==> src/rtl/iod_tx_train_pkg.sv <==
// Shared types and helpers for the IOD TX link-training sequencer.
// The PRBS7 helpers are only used when TX_TRNG_PRBS7_EN is defined.
package iod_tx_train_pkg;

    typedef enum logic [2:0] {
        StIdle     = 3'd0,
        StBitTrng  = 3'd1,
        StWordTrng = 3'd2,
        StData     = 3'd3,
        StErr      = 3'd4
    } trng_state_t;

    // x^7 + x^6 + 1: feedback is the XOR of the two MSBs
    localparam logic [6:0] PRBS7_TAPS = 7'b110_0000;

    // Advance a PRBS7 register by 'width' bits; each new bit enters at bit 0.
    function automatic logic [6:0] prbs7_step(input logic [6:0] seed, input int unsigned width);
        logic [6:0] s;
        s = seed;
        for (int unsigned i = 0; i < width; i++) begin
            s = {s[5:0], ^(s & PRBS7_TAPS)};
        end
        return s;
    endfunction

endpackage

==> src/rtl/iod_tx_prbs7_lane.sv <==
// Per-lane PRBS7 generator producing DATA_WIDTH bits per cycle, first bit in the LSB.
// Instantiated by iod_tx_train_gen only when TX_TRNG_PRBS7_EN is defined.
module iod_tx_prbs7_lane
    import iod_tx_train_pkg::*;
#(
    parameter int unsigned DATA_WIDTH = 8,
    parameter int unsigned LANE_IDX   = 0
) (
    input  logic                  clk_i,
    input  logic                  rst_i,
    input  logic                  load_i,
    input  logic                  advance_i,
    output logic [DATA_WIDTH-1:0] data_o
);

    localparam logic [6:0] SEED = 7'h7F ^ 7'(LANE_IDX);

    logic [6:0] lfsr_q;
    logic [6:0] step;

    always_ff @(posedge clk_i) begin
        if (rst_i) begin
            lfsr_q <= '0;
        end else if (load_i) begin
            lfsr_q <= SEED;
        end else if (advance_i) begin
            lfsr_q <= prbs7_step(lfsr_q, DATA_WIDTH);
        end
    end

    // Bit i is the (i+1)-th generated bit, i.e. bit 0 of the register after i+1 steps.
    always_comb begin
        data_o = '0;
        step   = lfsr_q;
        for (int unsigned i = 0; i < DATA_WIDTH; i++) begin
            step      = prbs7_step(lfsr_q, i + 1);
            data_o[i] = step[0];
        end
    end

endmodule

==> src/rtl/iod_tx_train_gen.sv <==
// TX link-training sequencer: bit-align pattern, word-sync pattern, then payload pass-through.
// Define TX_TRNG_PRBS7_EN to send per-lane PRBS7 instead of BIT_PATTERN during bit training.
module iod_tx_train_gen
    import iod_tx_train_pkg::*;
#(
    parameter int unsigned          NUM_LANES    = 4,
    parameter int unsigned          DATA_WIDTH   = 8,
    parameter logic [DATA_WIDTH-1:0] BIT_PATTERN = 8'h55,
    parameter logic [DATA_WIDTH-1:0] SYNC_WORD   = 8'hB8,
    parameter int unsigned          MIN_TRNG_CYC = 256,
    parameter int unsigned          TIMEOUT_CYC  = 65535
) (
    input  logic                            SCLK,
    input  logic                            RESET,
    input  logic                            PLL_LOCK,
    input  logic                            TRNG_RSTRT,
    input  logic                            RX_BIT_DONE,
    input  logic                            RX_WORD_DONE,
    input  logic [NUM_LANES*DATA_WIDTH-1:0] TX_DATA_IN,
    input  logic                            TX_DATA_VALID,
    output logic                            TX_DATA_READY,
    output logic [NUM_LANES*DATA_WIDTH-1:0] TX_LANE_DATA,
    output logic                            TRNG_ACTIVE,
    output logic                            TRNG_DONE,
    output logic                            TRNG_ERR,
    output logic [2:0]                      TRNG_STATE
);

    localparam int unsigned         LW     = NUM_LANES * DATA_WIDTH;
    localparam int unsigned         CNT_W  = $clog2(TIMEOUT_CYC + 1);
    localparam logic [CNT_W-1:0]    MIN_M1 = CNT_W'(MIN_TRNG_CYC - 1);
    localparam logic [CNT_W-1:0]    TO_M1  = CNT_W'(TIMEOUT_CYC - 1);

    trng_state_t      state_q, state_d;
    logic [CNT_W-1:0] phase_cnt_q, phase_cnt_d;
    logic [1:0]       bit_sync_q, word_sync_q;
    logic             bit_done_s, word_done_s;
    logic             restart;
    logic [LW-1:0]    bit_fill;
    logic [LW-1:0]    lane_d;

    assign bit_done_s  = bit_sync_q[1];
    assign word_done_s = word_sync_q[1];
    assign restart     = PLL_LOCK && TRNG_RSTRT;
    assign TRNG_STATE  = state_q;

    always_comb begin
        state_d = state_q;
        if (!PLL_LOCK) begin
            state_d = StIdle;
        end else if (TRNG_RSTRT) begin
            state_d = StBitTrng;
        end else begin
            unique case (state_q)
                StBitTrng: begin
                    if (bit_done_s && phase_cnt_q >= MIN_M1) state_d = StWordTrng;
                    else if (phase_cnt_q == TO_M1)          state_d = StErr;
                end
                StWordTrng: begin
                    if (word_done_s && phase_cnt_q >= MIN_M1) state_d = StData;
                    else if (phase_cnt_q == TO_M1)           state_d = StErr;
                end
                default: state_d = state_q;
            endcase
        end
    end

    // A restart re-enters BIT_TRNG even from BIT_TRNG, so it must clear the count as well.
    always_comb begin
        phase_cnt_d = phase_cnt_q;
        if (state_d != state_q || restart) begin
            phase_cnt_d = '0;
        end else if (phase_cnt_q != '1) begin
            phase_cnt_d = phase_cnt_q + 1'b1;
        end
    end

`ifdef TX_TRNG_PRBS7_EN
    logic prbs_load;
    assign prbs_load = (state_d == StBitTrng) && (state_q != StBitTrng || restart);

    for (genvar n = 0; n < NUM_LANES; n++) begin : g_prbs
        iod_tx_prbs7_lane #(
            .DATA_WIDTH (DATA_WIDTH),
            .LANE_IDX   (n)
        ) u_prbs (
            .clk_i     (SCLK),
            .rst_i     (RESET),
            .load_i    (prbs_load),
            .advance_i (state_q == StBitTrng),
            .data_o    (bit_fill[n*DATA_WIDTH +: DATA_WIDTH])
        );
    end
`else
    assign bit_fill = {NUM_LANES{BIT_PATTERN}};
`endif

    always_comb begin
        lane_d = '0;
        unique case (state_q)
            StBitTrng:  lane_d = bit_fill;
            StWordTrng: lane_d = {NUM_LANES{SYNC_WORD}};
            StData:     lane_d = TX_DATA_VALID ? TX_DATA_IN : {NUM_LANES{BIT_PATTERN}};
            default:    lane_d = '0;
        endcase
    end

    always_ff @(posedge SCLK) begin
        if (RESET) begin
            state_q       <= StIdle;
            phase_cnt_q   <= '0;
            bit_sync_q    <= '0;
            word_sync_q   <= '0;
            TX_LANE_DATA  <= '0;
            TX_DATA_READY <= 1'b0;
            TRNG_ACTIVE   <= 1'b0;
            TRNG_DONE     <= 1'b0;
            TRNG_ERR      <= 1'b0;
        end else begin
            state_q       <= state_d;
            phase_cnt_q   <= phase_cnt_d;
            bit_sync_q    <= {bit_sync_q[0], RX_BIT_DONE};
            word_sync_q   <= {word_sync_q[0], RX_WORD_DONE};
            TX_LANE_DATA  <= lane_d;
            // Status decoded from the next state so it lines up with TRNG_STATE.
            TX_DATA_READY <= (state_d == StData);
            TRNG_ACTIVE   <= (state_d == StBitTrng) || (state_d == StWordTrng);
            TRNG_DONE     <= (state_d == StData);
            TRNG_ERR      <= (state_d == StErr);
        end
    end

endmodule
==> config.mk <==
export PLATFORM = sky130hd
export DESIGN_NAME = iod_tx_train_gen
export DESIGN_NICKNAME = d
export VERILOG_FILES = /design/src/rtl/iod_tx_train_pkg.sv /design/src/rtl/iod_tx_prbs7_lane.sv /design/src/rtl/iod_tx_train_gen.sv
export SDC_FILE = /design/constraint.sdc
export NUM_CORES = 1
export LEC_CHECK = 0
export BUFFER_PORTS_ARGS = -buffer_cell sky130_fd_sc_hd__buf_2
export CAP_MARGIN = 25
export CORE_UTILIZATION = 30
export DETAILED_ROUTE_END_ITERATION = 10
export GPL_TIMING_DRIVEN = 0
export HOLD_SLACK_MARGIN = 0.06
export PLACE_DENSITY_LB_ADDON = 0.3
export SLEW_MARGIN = 30
export SYNTH_ARGS = -nofsm -noshare
export SYNTH_HDL_FRONTEND = slang
export SYNTH_SLANG_ARGS = --single-unit
==> constraint.sdc <==
create_clock -name SCLK -period 5.87 [get_ports SCLK]
set_clock_uncertainty 0.05 [all_clocks]
set_input_delay 0.587 -clock SCLK [delete_from_list [all_inputs] [get_ports SCLK]]
set_output_delay 0.587 -clock SCLK [all_outputs]
set_load 0.03 [all_outputs]
# Word-level counts from Yosys, hierarchy flattened

Index checks and enable logic that the tools add are counted.
Widths: inputs -> output; s select.

Flip-flop bits (word level): 58
Word-level logic and storage cells: 34
Bits of input ports: 39
Output and inout port bits: 39

Magnitude comparators: 1
$add $sub $neg: 1
Multiplexer cells: 8
Eq/ne operators: 10
Reductions and logical operators: 6

Operator list:

| operator              | count |
|---|---|
| $pmux 32 s3           | 1 |
| $mux 32               | 1 |
| $add 16x1->16 const B | 1 |
| $eq 16x16->1 const B  | 1 |
| $ge 16x8->1 const B   | 1 |
| $ne 16x16->1 const B  | 1 |
| $mux 3                | 5 |
| $eq 3x2->1 const B    | 4 |
| $eq 3x1->1 const B    | 2 |
| $pmux 3 s2            | 1 |
| $eq 3x3->1 const B    | 1 |
| $logic_and 1x1->1     | 3 |
| $ne 3x3->1            | 1 |
| $logic_or 1x1->1      | 2 |
| $reduce_or 2->1       | 1 |

# Logic depth before layout (Yosys ltp)

Gate-level depths: netlist of the first run.

Depth in word-level cells: 9
Gate-level depth with buffers: 8
Mapped depth without buffers: 7

# Least setup slack after synthesis of the first run

No wires, ideal clock.

Path type: reg2reg
From: register state_q[0] (netlist: TRNG_STATE[0])
To: register TRNG_ACTIVE
Clock period less this slack: 2.055 ns
Cell stages (with the launch flop): 8
Data required time: 5.699 ns
Arrival time: 1.884 ns
Library setup time: 0.121 ns
Path slack: 3.815 ns
Path buffers: 1
Path through: dfxtp_1 -> clkbuf_8 -> nand2b_1 -> nor3b_1 -> o21ai_0 -> o31a_4 -> a211oi_4 -> mux2_4

Longest elaborated chain between the ends: 7
Elaborated cells on any way between the ends: 11
Classes of those cells: eq/ne: 4; mux: 6; reduce/logical: 1

Ends and longest elaborated chain:

| what                                            | line                                           | source |
|---|---|---|
| start: declaration                              | iod_tx_train_gen.sv:34                         | `trng_state_t state_q, state_d;` |
| start signal: assignment                        | iod_tx_train_gen.sv:110                        | `state_q <= StIdle;` |
| start signal: assignment                        | iod_tx_train_gen.sv:120                        | `state_q <= state_d;` |
| $mux 3                                          | iod_tx_train_gen.sv:57, iod_tx_train_gen.sv:61 |  |
| $mux 3, on equally long branches                | iod_tx_train_gen.sv:60, iod_tx_train_gen.sv:56 |  |
| $pmux 3 s2 (*)                                  | iod_tx_train_gen.sv:54                         | `unique case (state_q)` |
| $mux 3 (*)                                      | iod_tx_train_gen.sv:51                         | `end else if (TRNG_RSTRT) begin` |
| $mux 3 (*)                                      | iod_tx_train_gen.sv:49                         | `if (!PLL_LOCK) begin` |
| $eq 3x1->1 / $eq 3x2->1 (equally long branches) | iod_tx_train_gen.sv:127                        | `TRNG_ACTIVE <= (state_d == StBitTrng) \|\| (state_d == StWordTrng);` |
| $logic_or 1x1->1 (*)                            | iod_tx_train_gen.sv:127                        |  |
| end signal: assignment                          | iod_tx_train_gen.sv:127                        |  |
| end: declaration                                | iod_tx_train_gen.sv:23                         | `output logic TRNG_ACTIVE,` |

Every way passes the cells marked *; elsewhere a longest branch is shown, timed or not.
A chain may end at the register's enable or synchronous reset.

# Worst setup path after layout of the first run

From: register phase_cnt_q[1]
To: register phase_cnt_q[10]

Longest elaborated chain between the ends: 9
Elaborated cells on any way between the ends: 15
Classes of those cells: add/sub: 1; order compare: 1; eq/ne: 3; mux: 6; reduce/logical: 4

Ends and longest elaborated chain:

| what                                               | line                                           | source |
|---|---|---|
| start: declaration                                 | iod_tx_train_gen.sv:35                         | `logic [CNT_W-1:0] phase_cnt_q, phase_cnt_d;` |
| start signal: assignment                           | iod_tx_train_gen.sv:121                        | `phase_cnt_q <= phase_cnt_d;` |
| $ge 16x8->1 / $eq 16x16->1 (equally long branches) | n/a                                            |  |
| $logic_and 1x1->1, or another cell as far along    | iod_tx_train_gen.sv:60                         | `if (word_done_s && phase_cnt_q >= MIN_M1) state_d = StData;` |
| $mux 3, on equally long branches                   | iod_tx_train_gen.sv:60, iod_tx_train_gen.sv:56 |  |
| $pmux 3 s2                                         | iod_tx_train_gen.sv:54                         |  |
| $mux 3                                             | iod_tx_train_gen.sv:51                         |  |
| $mux 3                                             | iod_tx_train_gen.sv:49                         |  |
| $ne 3x3->1                                         | iod_tx_train_gen.sv:71                         | `if (state_d != state_q \|\| restart) begin` |
| $logic_or 1x1->1                                   | iod_tx_train_gen.sv:71                         |  |
| $reduce_or 2->1 (no source line)                   | n/a                                            |  |

Several ways; a longest one is shown, not always the timed one.

==> results.txt, run 1 <==
The switching share of power was 23.5%; the synthesized-area fraction occupied by xor and xnor cells was 5.37%. The placer's final routability congestion estimate was 0.792. The synthesis-to-finish area growth came out at 30.8%.

The overall die width was 89.2 um; the via density per instance was 4.38. After layout, the minimum clock period comes to 2340 ps. The logs give 0 for the number of failing setup endpoints in the final timing report and 12 for the pin count of the biggest net entering global routing. The tools report the critical path capture point type as a flip-flop.

In the routed design, unresolved DRC markers number 0. Summing the areas of all fa, ha and maj instances in the mapped netlist gives 1.10% of the synthesized area. The routed wire length is 4820 um, and the number of vias in the routed layout is 1884.

sky130_fd_sc_hd__dfxtp_1 takes more of the synthesized area than any other cell. Among all flip-flop cells after synthesis, the most frequent one is sky130_fd_sc_hd__dfxtp_1. The number of maximum-capacitance violations is 0. Once the clock tree was built, the setup fixing pass inserted 0 buffers.

Traced cell by cell, the critical path runs through ha_1 -> inv_1 -> nor3_1 -> o21ai_0 -> mux2_2 -> o211ai_4 -> buf_6 -> nor2_1. The number of synthesized register bits was 58; the routed length on met2 was 2180 um. The later pin in the worst-skew pair is clocked with a latency of 330 ps. TritonCTS built the clock tree. For this run, the detailed router's first-pass iteration total came to 4. The slowest stage of the critical path belongs to the cell sky130_fd_sc_hd__nor3_1. The initial utilization of the core area, before any placement, comes to 31.3%. The distinct cell type count after synthesis is 45, and the routed length per placed instance is 11.2 um. Start-to-end type of the worst setup path: flip-flop to flip-flop.

Proportion of layout cells with a drive suffix above 1: 32.6%. In the finished design, the share of the clock period the worst path needs comes to 39.9%. The logs give 50.9% for the share of synthesized area occupied by flip-flops and latches and 3580 um for the detailed-placement wirelength estimate. IR analysis of the VDD net gives a maximum drop of 80.1 uV. For this run, the total global-route usage over all layers was measured as 12.8%. The internal portion of the total power is 628 uW.

The number of nets produced by synthesis is 281, and the complex-gate fraction of the synthesized area is 14.3%. Adding up every negative setup slack in the final design gives 0 ps. Data arrives at the worst endpoint at 2520 ps.

For this design the total switching power over the nets is 193 uW. On the critical path the largest part of the delay comes from simple AND/OR/NAND/NOR gates. Tightest slew margin relative to the limit: 64.7%.

Clock tree synthesis selected as its root buffer the cell sky130_fd_sc_hd__clkbuf_8. The number of antenna diodes in the final layout is 0. Met3 wire length: 308 um.

The fraction of power consumed by combinational cells is 5.7%, and the power consumption is 820 uW. For the instance count of the mapped netlist, the log shows 240. The number of top-level design ports was 78. After clock tree synthesis, the clock-pin slew on the worst setup and hold paths is 70 ps. The top fanout value on the critical path was 10; the worst slack at placement was 3500 ps. The run gives 7960 sq um as the overall die area. The total overflow left after global routing is 0. At the pin with the least slew margin, the transition time is 524 ps. For this run, the share of the core covered by cells in the final layout is 40.9%. The first global-routing pass estimated 7640 um of wire. The die extent in y was 89.2 um. The floorplan step defined a core boundary enclosing 7290 sq um. Summing all non-filler instances in the final layout gives an area of 2990 sq um. Combined buffer and inverter count along the critical path: 2. The logs give 45.2% for the power share of the clock group and 3530 ps for the worst setup slack after layout. In this run the deepest clock path goes through 2 buffers. The average instance in the mapped netlist occupies 9.51 sq um. For the instance area after placement, the log shows 2780 sq um.

The worst hold path belongs to the class input pin to flip-flop. The synthesized netlist occupies a cell area of 2280 sq um. During synthesis, Yosys emitted a total of 0 warnings. In the post-synthesis netlist, the biggest area contributors are sky130_fd_sc_hd__dfxtp_1 51%, sky130_fd_sc_hd__nor2_1 8.1%, sky130_fd_sc_hd__o21a_1 3.9%. The run finished with clean final reports. The number of DRC violations after detailed-routing iteration 0 came out at 36. The quantity of gates resized following cts is 0. The run gives 1.32 nW as the static leakage.

For this design, the sink count on the clock tree is 58. For this run, the top clock speed supported by timing is 0.427 GHz. The highest metal layer with signal wires was met4. The level count of the clock H-tree is 3.

The via count of the first global-routing pass was 1674. The share of cell area taken by muxes after synthesis was 1.15%; the number of routed nets with antenna violations was 0. Row generation in the floorplan step produced 31 rows. STA puts the critical path data required time at 6040 ps. For the total CTS buffers, the log shows 9.

For this design the ratio of total power to cell area is 275 nW/um^2. The logs give 49.0% for the relative contribution of sequential cells to total power and 0 for the total count of hold-check failures in the final report. The initial antenna violation count is 0, and the post-synthesis share of cell area spent on and, or, nand and nor gates is 23.6%. The proportion of netlist area held by the largest area contributor works out to 50.9%. The delay of the slowest cell on the worst path is 400 ps, and the number of max-slew violations in the final report is 0. Setup repair after global routing left no endpoint under its margin. For this block, wires on met1 add up to 2250 um. In the synthesized netlist the async set-or-reset flop fraction comes to 0%. The final layout contains 367 nets.

The worst setup path is launched from a flip-flop. The hold buffer count at CTS is 0. After synthesis, the largest family of logic cells by area is simple AND/OR/NAND/NOR gates. The number of buffer cells added on primary ports is 75, and the count of flip-flops with a built-in enable after synthesis is 0.
-- placed cells by master, fill, tap and decap left out, types with 3 or more instances in the layout --
cell type	instances
sky130_fd_sc_hd__nor3_1	8
sky130_fd_sc_hd__o21a_1	12
sky130_fd_sc_hd__nor2b_1	5
sky130_fd_sc_hd__nor2_1	49
sky130_fd_sc_hd__buf_2	76
sky130_fd_sc_hd__xor2_1	10
sky130_fd_sc_hd__inv_1	4
sky130_fd_sc_hd__nand3b_1	3
sky130_fd_sc_hd__dfxtp_1	58
sky130_fd_sc_hd__xnor2_1	4
sky130_fd_sc_hd__clkbuf_1	6
sky130_fd_sc_hd__nand3_1	6
sky130_fd_sc_hd__o21ai_0	5
sky130_fd_sc_hd__clkinvlp_4	3
sky130_fd_sc_hd__nand4_1	4
sky130_fd_sc_hd__and2_1	5
sky130_fd_sc_hd__clkbuf_8	11
sky130_fd_sc_hd__a21oi_1	15
sky130_fd_sc_hd__nand2_1	10
-- path summary, 6_finish.rpt --
kind                   from                to  slack (ps)  cells past startpoint
min          TX_DATA_IN[17]  TX_LANE_DATA[17]         400                      2
max reg2reg  phase_cnt_q[1]   phase_cnt_q[10]        3530                      8
max          phase_cnt_q[1]   phase_cnt_q[10]        3530                      8
min reg2reg  word_sync_q[0]    word_sync_q[1]         420                      1
-- power groups by stage --
stage	clock network [mW]	logic (mW)	registers, mW
floorplan	0	0.0188	0.419
global placement	0	0.0474	0.411
detailed placement	0	0.0477	0.411
CTS	0.381	0.0477	0.402
global route	0.404	0.0519	0.403
finish	0.371	0.0471	0.402
-- final cells by class --
class	count	area (sq um)
buffer	12	67.6
fill	742	4310
tap	99	124
sequential	58	1160
clock buffer	10	138
multi-input combinational	166	1040
timing repair buffer	75	375
inverter	4	15.0
clock inverter	6	66.3
-- flip-flops by register name, indices dropped and copies added, names as in the netlist --
signal / cells
word_sync_q: 2
TRNG_ERR: 1
TRNG_STATE: 3
TRNG_DONE: 1
TX_LANE_DATA: 32
TRNG_ACTIVE: 1
bit_sync_q: 2
phase_cnt_q: 16
-- cell families (layout without fill, tap and decap cells) --
| logic type | after synthesis | count (layout) |
|---|---|---|
| AND/OR/NAND/NOR | 104 | 104 |
| flip-flops | 58 | 58 |
| AO/OA/AOI/OAI | 44 | 44 |
| buffers and inverters | 16 | 107 |
| XOR/XNOR | 14 | 14 |
| adder cells (fa/ha/maj) | 2 | 2 |
| multiplexers | 2 | 2 |
-- through the flow --
step / std cells / hold slack (ps)
after floorplan: 240 / 364
after global placement: 414 / 410
after detailed placement: 414 / 413
after CTS: 430 / 387
after global routing: 430 / 379
final: 430 / 398
-- synth_stat cells, types with 2 or more instances --
master	instances
sky130_fd_sc_hd__nand2b_1	2
sky130_fd_sc_hd__o211a_1	2
sky130_fd_sc_hd__buf_1	2
sky130_fd_sc_hd__xor2_1	10
sky130_fd_sc_hd__dfxtp_1	58
sky130_fd_sc_hd__nand3_1	6
sky130_fd_sc_hd__xnor2_1	4
sky130_fd_sc_hd__o21a_1	12
sky130_fd_sc_hd__nand2_1	10
sky130_fd_sc_hd__a21boi_0	2
sky130_fd_sc_hd__a21oi_1	15
sky130_fd_sc_hd__nand4_1	4
sky130_fd_sc_hd__and2_1	5
sky130_fd_sc_hd__clkbuf_1	6
sky130_fd_sc_hd__nor3b_1	2
sky130_fd_sc_hd__nor2_1	49
sky130_fd_sc_hd__o21ai_0	5
sky130_fd_sc_hd__nand3b_1	3
sky130_fd_sc_hd__nor4_1	2
sky130_fd_sc_hd__nor2b_1	5
sky130_fd_sc_hd__inv_1	4
sky130_fd_sc_hd__nor3_1	8
sky130_fd_sc_hd__ha_1	2
-- worst register-to-register path, delay by kind of cell (launching register included) --
kind | cells | cell delay [ps]
fa+ha+maj | 1 | 290
flops | 1 | 380
mux | 1 | 360
simple gates | 2 | 460
buf+inv | 2 | 280
compound gates | 2 | 420
-- routing by layer --
metal | global-route usage, % | vias to the layer above
met5 | 0 | -
li1 | - | 985
met1 | 15.7 | 832
met2 | 19.6 | 56
met4 | 6.49 | 0
met3 | 4.80 | 11
No activity file was read; power rests on OpenSTA's default activity.
==> inputs of run 2 (changes only) <==
==> constraint.sdc (replaced) <==
create_clock -name SCLK -period 2.37 [get_ports SCLK]
set_clock_uncertainty 0.05 [all_clocks]
set_input_delay 0.237 -clock SCLK [delete_from_list [all_inputs] [get_ports SCLK]]
set_output_delay 0.237 -clock SCLK [all_outputs]
set_load 0.03 [all_outputs]
==> run 2 against run 1 <==
Final cell count up 4.7%. Final area grew 7.0%. Worst hold slack got worse by 320 ps. Combinational power grew to 3.1 times the previous value. Largest power group unchanged. Highest routed layer unchanged.
==> results.txt, run 2 (synthesized netlist as in run 1, its figures left out) <==
The via density per instance is 4.34 (-0.84%), and the level count of the clock H-tree is 3 (unchanged). The number of DRC violations after detailed-routing iteration 0 was 37 (+2.8%); the number of buffers on the longest clock path was 2 (unchanged). The number of vias in the routed layout came out at 1955 (+3.8%).

The tools report the final antenna diode count as 0 (unchanged). The final critical-path share of the clock period was 93.3% (+53 points). The logs give 330 ps (about the same) for the later-pin clock latency in the skew report and 5070 um (+5.2%) for the routed wire length. The maximum achievable frequency came out at 0.452 GHz (+6.0%).

The flop-to-flop setup slack was 160 ps (-3370 ps); the routed length per placed instance was 11.3 um (+0.55%). The overall die width was 89.2 um (unchanged). The logs give 58 (unchanged) for the clock sink count and 13.3% (+0.49 points) for the global router's overall resource usage. The proportion of layout cells with a drive suffix above 1 was 32.5% (-0.15 points).

The number of max-slew violations in the final report is 0 (unchanged), and the number of buffer cells added on primary ports is 75 (unchanged). The tools report the number of routed nets with antenna violations as 0 (unchanged). The initial antenna violation count came out at 0 (unchanged). The logs give 196 uV (+150%) for the maximum vdd drop and 7290 sq um (unchanged) for the core area. The number of failing setup endpoints in the final timing report is 0 (unchanged).

Setup repair after global routing left no endpoint under its margin. The clock-pin slew reported for the worst setup and hold paths after clock tree synthesis is 70 ps (about the same). From synthesis to final layout, the design area changed by 39.9%. The run gives 0 (unchanged) as the final global-route overflow total. For the final design utilization, the log shows 43.8% (+2.8 points). The static leakage was 1.41 nW (+6.5%). Nature of the critical path startpoint: a flip-flop.

The most common cell after layout, fill and taps aside was sky130_fd_sc_hd__buf_2. The total CTS buffers is 9 (unchanged), and the time the worst path needs with I/O delays and setup is 2210 ps (-132 ps). The top fanout value on the critical path is 5 (-5), and the ratio of total power to cell area is 645 nW/um^2 (+130%).

The die extent in y works out to 89.2 um (unchanged). The tools report the signal arrival time at the worst endpoint as 2380 ps (-140 ps). The number of top-level design ports was 78 (unchanged); the tightest slew margin relative to the limit was 65.7% (+0.98 points). The tree is rooted in a sky130_fd_sc_hd__clkbuf_8. Placer's final routability congestion estimate: 0.792 (unchanged). The flow ran to the end, and the final reports show no timing, DRC or antenna violations. For the non-filler instance count after layout, the log shows 450 (+4.7%). In the layout the commonest cells are 76 x sky130_fd_sc_hd__buf_2, 54 x sky130_fd_sc_hd__dfxtp_1, 49 x sky130_fd_sc_hd__nor2_1, 19 x sky130_fd_sc_hd__dlygate4sd3_1, 15 x sky130_fd_sc_hd__a21oi_1.

The critical path capture point type is a flip-flop. For the pin count of the biggest net entering global routing, the log shows 12 (unchanged). The run gives 414 (unchanged) as the number of placed cells counting well taps. Register with the highest flop count: TX_LANE_DATA. The overall die area was 7960 sq um (unchanged).

The logs give 0 (unchanged) for the number of maximum-capacitance violations and 3580 um (unchanged) for the detailed-placement wirelength estimate. The number of flip-flops in the largest register is 32 (unchanged). The run gives 0 ps (unchanged) as the setup TNS. The worst setup path is of the flip-flop to flip-flop kind.

The run gives 1752 (+4.7%) as the via count of the first global-routing pass. The power consumption was 2.06 mW (+150%); the number of remaining DRC errors was 0 (unchanged). Detailed-routing iteration count for the pre-antenna-repair pass: 4 (unchanged). The run gives 0 (unchanged) as the total count of hold-check failures in the final report. The min-delay analysis places its worst path in the category input pin to flip-flop. The number of nets in the layout is 387 (+5.4%), and the measured slew at the worst slew-check pin is 515 ps (-9.13 ps). The tools report the starting density of the core as 31.3% (unchanged). TritonCTS built the clock tree. The total number of placement rows is 31 (unchanged).

The data required time at the worst endpoint is 2540 ps (-3500 ps). The run gives 7950 um (+4.1%) as the wire length of the first global-routing pass.
## run 2: cell types whose count changed in the layout (fill, tap and decap cells not counted), sizes merged
cell	change
dlygate4sd3	+19
buf	+1
## run 2: what timing repair did
item / in CTS / in global routing
hold buffers: 19 / 0
pin swaps: 0 / 2
hold endpoints to repair: 19 / 0
endpoints found under the setup margin: 3 / 11
gates resized for setup: 1 / 5
setup buffers: 0 / 1
## run 2: through the flow
step | hold WS [ps] | setup slack (ps) | area [sq um]
after floorplan | 308 | 315 | 2280
after global placement | 388 | 13.2 | 2780
after detailed placement | 393 | 3.65 | 2780
after CTS | 69.2 | 89.8 | 3180
after global routing | 65.5 | 8.37 | 3190
final | 81.1 | 158 | 3190
## run 2: power by group
group / leakage, nW / total (mW) / internal [mW] / switching [mW]
Sequential: 0.472 / 0.997 / 0.990 / 0.00641
Combinational: 0.838 / 0.144 / 0.0730 / 0.0708
Clock: 0.0945 / 0.918 / 0.513 / 0.405
## run 2: path summary, 6_finish.rpt
check	cells after the start	startpoint	end
setup / recovery	6	phase_cnt_q[5]	TRNG_ACTIVE
hold / removal	2	TX_DATA_IN[22]	TX_LANE_DATA[22]
hold reg to reg	1	word_sync_q[0]	word_sync_q[1]
setup reg to reg	6	phase_cnt_q[5]	TRNG_ACTIVE
## run 2: critical path: stages, from the launching register on
cell and delay, ps:
sky130_fd_sc_hd__dfxtp_1 400, sky130_fd_sc_hd__nand3_1 200, sky130_fd_sc_hd__nor4_4 360, sky130_fd_sc_hd__nand2_2 140
sky130_fd_sc_hd__o31a_4 320, sky130_fd_sc_hd__a211oi_4 310, sky130_fd_sc_hd__mux2_4 320
## run 2: final cells by class
| cell class | instances | area [sq um] |
|---|---|---|
| timing repair buffer | 95 | 573 |
| multi-input combinational | 166 | 1040 |
| tap | 99 | 124 |
| sequential | 58 | 1170 |
| clock inverter | 6 | 66.3 |
| inverter | 4 | 15.0 |
| fill | 727 | 4100 |
| clock buffer | 10 | 138 |
| buffer | 12 | 67.6 |
## run 2: metal layers
metal | vias to the layer above | global-route usage (%) | share of wire, %
li1 | 1027 | - | -
met1 | 869 | 16.2 | 46
met2 | 52 | 20.7 | 47
met3 | 7 | 4.71 | 5.5
met4 | 0 | 6.49 | 1.0
met5 | - | 0 | 0
